$ cat config.mk
export PLATFORM = sky130hd
export DESIGN_NAME = pe_mac_stream
export DESIGN_NICKNAME = d
export VERILOG_FILES = /design/src/rtl/pe_mac_stream.sv
export SDC_FILE = /design/constraint.sdc
export NUM_CORES = 1
export LEC_CHECK = 0
export ABC_CLOCK_PERIOD_IN_PS = 3100
export CORE_UTILIZATION = 45
export DETAILED_ROUTE_END_ITERATION = 7
export PLACE_DENSITY = 0.78
export SYNTH_ARGS = -nofsm -noshare
export SYNTH_HDL_FRONTEND = slang
export SYNTH_SLANG_ARGS = --single-unit
$ cat constraint.sdc
create_clock -name clk -period 3.1 [get_ports clk]
set_input_delay 0.93 -clock clk [delete_from_list [all_inputs] [get_ports clk]]
set_output_delay 0.93 -clock clk [all_outputs]
set_load 0.01 [all_outputs]
$ cat src/rtl/pe_mac_stream.sv
// pe_mac_stream: dot-product PE stage fed by two status-less FIFOs (ifmap, weight).
// A job starts from bias_i and adds kernel_len_i signed ifmap*weight products. The result
// is written once into a downstream psum FIFO.
//
// Ports
//   clk, rstN        clock (rising edge), asynchronous active-low reset
//   start_i          job request pulse, only acted on while idle
//   kernel_len_i     products per job, latched when start is accepted
//   bias_i           accumulator initial value, latched when start is accepted
//   ifmap_rd_en_o    read enable to ifmap FIFO
//   wgt_rd_en_o      read enable to weight FIFO (always equal to ifmap_rd_en_o)
//   ifmap_din_i      ifmap FIFO dout, valid the cycle after a read enable
//   wgt_din_i        weight FIFO dout, valid the cycle after a read enable
//   psum_wea_o       psum FIFO write enable, one pulse per job
//   psum_dout_o      psum FIFO din, registered accumulator
//   busy_o           high whenever a job is in flight
//   done_o           one-cycle pulse coincident with psum_wea_o
module pe_mac_stream #(
    parameter int unsigned DATA_BITWIDTH = 8,
    parameter int unsigned ACC_BITWIDTH  = 24,
    parameter int unsigned LEN_BITWIDTH  = 8
) (
    input  logic                     clk,
    input  logic                     rstN,
    input  logic                     start_i,
    input  logic [LEN_BITWIDTH-1:0]  kernel_len_i,
    input  logic [ACC_BITWIDTH-1:0]  bias_i,
    output logic                     ifmap_rd_en_o,
    output logic                     wgt_rd_en_o,
    input  logic [DATA_BITWIDTH-1:0] ifmap_din_i,
    input  logic [DATA_BITWIDTH-1:0] wgt_din_i,
    output logic                     psum_wea_o,
    output logic [ACC_BITWIDTH-1:0]  psum_dout_o,
    output logic                     busy_o,
    output logic                     done_o
);

    localparam int unsigned ProdBits = 2 * DATA_BITWIDTH;

    typedef enum logic [1:0] {StIdle, StRead, StDrain, StWrite} state_e;

    state_e                    state_q, state_d;
    logic [LEN_BITWIDTH-1:0]   cnt_q, cnt_d;
    logic [ACC_BITWIDTH-1:0]   acc_q, acc_d;
    logic                      rd_valid_q;
    logic                      rd_en;
    logic signed [ProdBits-1:0] ifmap_ext, wgt_ext, prod;

    // Operands are widened first so the product keeps all 2*DATA_BITWIDTH signed bits.
    always_comb begin
        ifmap_ext = ProdBits'($signed(ifmap_din_i));
        wgt_ext   = ProdBits'($signed(wgt_din_i));
        prod      = ifmap_ext * wgt_ext;
    end

    always_comb begin
        state_d = state_q;
        cnt_d   = cnt_q;
        acc_d   = acc_q;
        rd_en   = 1'b0;

        // FIFO data arrives one cycle after the enable; the last product lands during DRAIN.
        // Sign-extending size cast; the sum wraps modulo 2**ACC_BITWIDTH.
        if (rd_valid_q) begin
            acc_d = acc_q + ACC_BITWIDTH'(prod);
        end

        case (state_q)
            StIdle: begin
                if (start_i) begin
                    acc_d = bias_i;
                    cnt_d = kernel_len_i;
                    state_d = (kernel_len_i == '0) ? StWrite : StRead;
                end
            end
            StRead: begin
                rd_en = 1'b1;
                cnt_d = cnt_q - LEN_BITWIDTH'(1);
                if (cnt_q == LEN_BITWIDTH'(1)) begin
                    state_d = StDrain;
                end
            end
            StDrain: state_d = StWrite;
            StWrite: state_d = StIdle;
            default: state_d = StIdle;
        endcase
    end

    always_ff @(posedge clk or negedge rstN) begin
        if (!rstN) begin
            state_q    <= StIdle;
            cnt_q      <= '0;
            acc_q      <= '0;
            rd_valid_q <= 1'b0;
        end else begin
            state_q    <= state_d;
            cnt_q      <= cnt_d;
            acc_q      <= acc_d;
            rd_valid_q <= rd_en;
        end
    end

    assign ifmap_rd_en_o = rd_en;
    assign wgt_rd_en_o   = rd_en;
    assign psum_wea_o    = (state_q == StWrite);
    assign done_o        = (state_q == StWrite);
    assign busy_o        = (state_q != StIdle);
    assign psum_dout_o   = acc_q;

endmodule

After elaboration in Yosys (flattened, before gate mapping)

Cells that the tools add are included.

Bits in registers: 35

Eq/ne operators: 6
Reduce and logical (&&, ||, !) cells: 6
Multiplexer cells: 10
Multiply operators: 1
Add/sub/neg operators: 2

Operator list:

| kind                                                 | number |
|---|---|
| two-way mux 24 bit                                   | 3 |
| adder 24 bit                                         | 1 |
| multiplier 8 x 8 -> 16 bit                           | 1 |
| case mux 8 bit (2 select lines)                      | 1 |
| equality test 8 x 1 -> 1 bit (second input constant) | 1 |
| logical NOT 8 bit                                    | 1 |
| two-way mux 8 bit                                    | 1 |
| case mux 2 bit (4 select lines)                      | 1 |
| subtractor 8 x 1 -> 8 bit (second input constant)    | 1 |
| two-way mux 2 bit                                    | 3 |
| equality test 2 bit (second input constant)          | 2 |
| != test 2 bit (second input constant)                | 2 |
| AND reduction 2 bit                                  | 2 |
| nonzero test 2 bit                                   | 2 |
| equality test 2 x 1 -> 1 bit (second input constant) | 1 |
| logical NOT 2 bit                                    | 1 |
| two-way mux 1 bit                                    | 1 |

Logic depth before layout (Yosys ltp)

Word-level depth: 5
Gate-level depth with buffers: 29
Gate-level depth less buffers: 29

Least setup slack after synthesis

Ideal clock, no wire load.

Path kind: input -> register
Start: input port wgt_din_i[3]
End: register acc_q[23], in the netlist psum_dout_o[23]
Data required time: 2966 ps
Arrival: 6784 ps
Path slack: -3818 ps
Setup time: 134 ps
Stages: 23
Cell sequence: and2_1 fa_1 inv_1 fa_1 inv_1 fa_1 inv_1 fa_1 inv_1 ha_1 nand3_1 o2111ai_1 o211ai_1 xnor2_1 ha_1 a21o_1 a21o_1 a41oi_1 a211oi_4 o31ai_2 nor3_1 a2111oi_1 nand2_1

Cells in the longest elaborated chain, start to end: 5

RTL lines:

| item                         | RTL line | text |
|---|---|---|
| from (decl)                  | 31       | `input logic [DATA_BITWIDTH-1:0] wgt_din_i,` |
| multiplier 8 x 8 -> 16 bit * | 53       | `prod = ifmap_ext * wgt_ext;` |
| adder 24 bit *               | 65       | `acc_d = acc_q + ACC_BITWIDTH'(prod);` |
| two-way mux 24 bit *         | 64       | `if (rd_valid_q) begin` |
| two-way mux 24 bit           | 70       | `if (start_i) begin` |
| two-way mux 24 bit *         | 68       | `case (state_q)` |
| named net acc_d[23]          | 44       | `logic [ACC_BITWIDTH-1:0] acc_q, acc_d;` |
| to (signal assigned)         | 93       | `acc_q <= '0;` |
| to (signal assigned)         | 98       | `acc_q <= acc_d;` |
| to (decl)                    | 44       |  |

Mark *: on every way through the listed nets, which the timed path passes. The rest lies on a longest branch.
A chain may end at the register's enable or synchronous reset.

Final worst setup path

Start: input port ifmap_din_i[4]
End: register acc_q[23], in the netlist psum_dout_o[23]

Cells in the longest elaborated chain, start to end: 5

RTL lines:

| item                         | RTL line | text |
|---|---|---|
| from (decl)                  | 30       | `input logic [DATA_BITWIDTH-1:0] ifmap_din_i,` |
| multiplier 8 x 8 -> 16 bit * | 53       |  |
| adder 24 bit *               | 65       |  |
| two-way mux 24 bit *         | 64       |  |
| two-way mux 24 bit           | 70       |  |
| two-way mux 24 bit *         | 68       |  |
| named net acc_d[23]          | 44       |  |

Marked as above.

==> summary.md <==
| Metric | Value |
|---|---|
| Result of the run | complete, but fails checks |
| Failing checks | negative setup slack |
| Simple-Gate Fraction of Synth Area | between 15 and 20% |
| Most frequent cells in the layout | 109 x buf_4, 86 x inv_1, 62 x clkdlybuf4s50_1 |
| Asr flop ratio synth | 100% |
| Die Wd | around 110 um |
| First drt pass iteration count | 5 |
| CTS root buf | clkbuf_16 |
| # clock sinks | 35 |
| Die Area | 12800 um^2 |
| Worst setup margin | -3410 ps |
| Mux contribution to synthesized area | 2.75% |
| Via count | 5581 |
| CP dominant cell by count | fa_1 |
| Initial antenna violation count | 0 |
| Max Cap Viol | 0 |
| WL/cell | around 17 um |
| Distinct cells, synth | 55 |
| Core area | around 12000 um^2 |
| Clk buf depth | 2 |
| Fmax | 0.154 GHz |
| Layout cells sized above 1 | 33.7% |
| Initial core utilization | 46.2% |
| First-pass GRT wire length | 27.2 mm |
| Cell area after synthesis | about 5500 um^2 |
| Area Overhead vs Synth | 52.2% |
| Num rows | 40 |
| Final setup viols | 21 |
| Layout fillers | 826 |
| Critical Path RT | approximately 3300 ps |
| Cell family with most CP delay | adder cells |
| WL final | ~17 mm |
| Register bit total from synthesis | 35 |
| Post-Syn Nets | approximately 820 |
| Hold crit path type | reg2reg |
| Number of flops mapped to enable cells by yosys | 0 |
| GRT Total Usage | 26.1% |
| Arrival time at the worst endpoint | between 6000 and 7000 ps |
| Skew final | between 6 and 7 ps |
| Worst-margin pin slew | 837 ps |
| Fin crit share | 210% |
| CTS tree | done |
| Synth Area in Adders | 33.5% |
| Most common cell after layout, fill and taps aside | buf_4 |
| Number of global-route vias before repair | 5970 |
| Ports | 80 |
| Reg clk slew, reported paths | ~60 ps |
| Die H | 113 um |
| Crit path launch type | primary input |
| Detailed-route DRC error count | 0 |
| Compound-Gate Fraction of Synth Area | between 10% and 20% |
| Final Max Tran Viols | 0 |
| Final hold viol count | 0 |
| Worst skew pair latency | 290 ps |
| Slew headroom | around 44% |
| Detail Route Antenna Nets | 0 |
| Mean number of vias per cell | approximately 5.6 |
| Antenna Diode Count | 0 |
| CTS buffer count | 5 |
| Synth Area in XOR/XNOR | 5.53% |
| Post-synthesis sequential area ratio | 15.8% |
| CP max FO | 6 |
| Setup CP Type | in2reg |
| Post-CTS Hold Fix Bufs | 0 |
| Max incr delay on CP | 560 ps |
| Port-buffer cells | 79 |
| Layout Nets | 1022 |
| Gpl congestion | between 0.8 and 0.9 |
| Largest family of logic cells by synthesized area | adder cells |
| Min Tclk post-route | 6510 ps |
| RSZ-0062 raised after global routing | true |
| Largest net degree at the start of global routing | 36 |
| Top_reg_cell synth | dfrtp_1 |
| DRT iter0 DRCs | 308 |
| Worst Setup End Kind | register |
| Slowest-stage cell, CP | fa_1 |
| Synthesized area per cell | 8.47 um^2 |
| Mapped Cells | 655 |
| Setup TNS | -52890 ps |
| Hpwl dp | 12.1 mm |
| CP bufs+invs | 7 |
| Remaining global-route overflow | 0 |
| Yosys warns | 0 |
| CTS H-tree lvls | 2 |
## cells in the mapped netlist, drive strengths merged, types with 5 or more instances
| master | number | area (um^2) |
|---|---|---|
| a211oi | 9 | 80.1 |
| a21o | 11 | 83.8 |
| a21oi | 50 | 250 |
| a221oi | 5 | 50.0 |
| a31oi | 5 | 31.3 |
| and2 | 46 | 289 |
| and3 | 6 | 38.8 |
| clkbuf | 15 | 56.3 |
| dfrtp | 35 | 876 |
| fa | 56 | 1120 |
| ha | 59 | 738 |
| inv | 101 | 379 |
| mux2i | 13 | 130 |
| nand2 | 49 | 184 |
| nand2b | 7 | 43.8 |
| nand3 | 11 | 55.1 |
| nor2 | 38 | 143 |
| nor2b | 10 | 62.6 |
| nor3 | 15 | 75.1 |
| o21ai | 29 | 145 |
| o22ai | 7 | 43.8 |
| xnor2 | 28 | 245 |
| xor2 | 7 | 61.3 |
## through the flow
stage	instances	util, %	hold slack [ps]	cell area (um^2)	worst slack, ps
after detailed placement	965	61.7	566	7410	-4230
after global placement	965	61.7	559	7410	-4040
final	1004	70.3	581	8440	-3410
after CTS	994	67.3	579	8080	-3310
after global routing	1004	70.3	612	8440	-3550
after floorplan	655	-	528	5740	-3340
## layer usage
layer  track usage, %  vias up  part of all wire (%)  routed length (um)
met5                0        -                     0                   0
met4             8.86        0                   4.0                 690
met3             3.11       64                   4.6                 798
met2             49.5      208                    54                9210
met1             30.2     2717                    38                6510
li1                 -     2592                     -                   -
## worst paths after layout
kind / start / endpoint / slack, ps / cells past startpoint
worst min-delay path: state_q[0] / state_q[0] / 580 / 1
worst max register to register: psum_dout_o[0] / psum_dout_o[14] / 160 / 11
worst max-delay path: ifmap_din_i[4] / psum_dout_o[23] / -3410 / 29
min in group asynchronous: rstN / cnt_q[1] / 750 / 1
worst min register to register: state_q[0] / state_q[0] / 580 / 1
max in group asynchronous: rstN / psum_dout_o[7] / 1830 / 1
## kinds of logic after synthesis
family	count (synthesis)
AOI/OAI and AO/OA	139
adders and majority gates	115
DFF	35
muxes	15
buffers and inverters	119
xor gates and xnor gates	35
and+or+nand+nor	197
## state kept, by name, indices dropped and copies added (netlist names)
| name | count |
|---|---|
| psum_dout_o | 24 |
| state_q | 2 |
| cnt_q | 8 |
| rd_valid_q | 1 |
## area by class of cell
| cell class | count | area (um^2) | share of cell area, % |
|---|---|---|---|
| Sequential cell | 35 | 876 | 10.4 |
| Tap cell | 147 | 184 | 2.18 |
| Inverter | 102 | 385 | 4.56 |
| Multi-Input combinational cell | 501 | 4950 | 58.6 |
| Timing Repair Buffer | 211 | 1880 | 22.3 |
| Clock inverter | 3 | 46.3 | 0.548 |
| Clock buffer | 5 | 125 | 1.48 |
## what timing repair did
action / in CTS / in global routing
setup buffers: 22 / 17
gates cloned: 0 / 0
setup endpoints to repair: 22 / 21
resized for setup: 166 / 68
pin swaps: 78 / 69
Power is not shown: default switching activity piles up to over one toggle a cycle in this logic, so the estimate is an artifact.
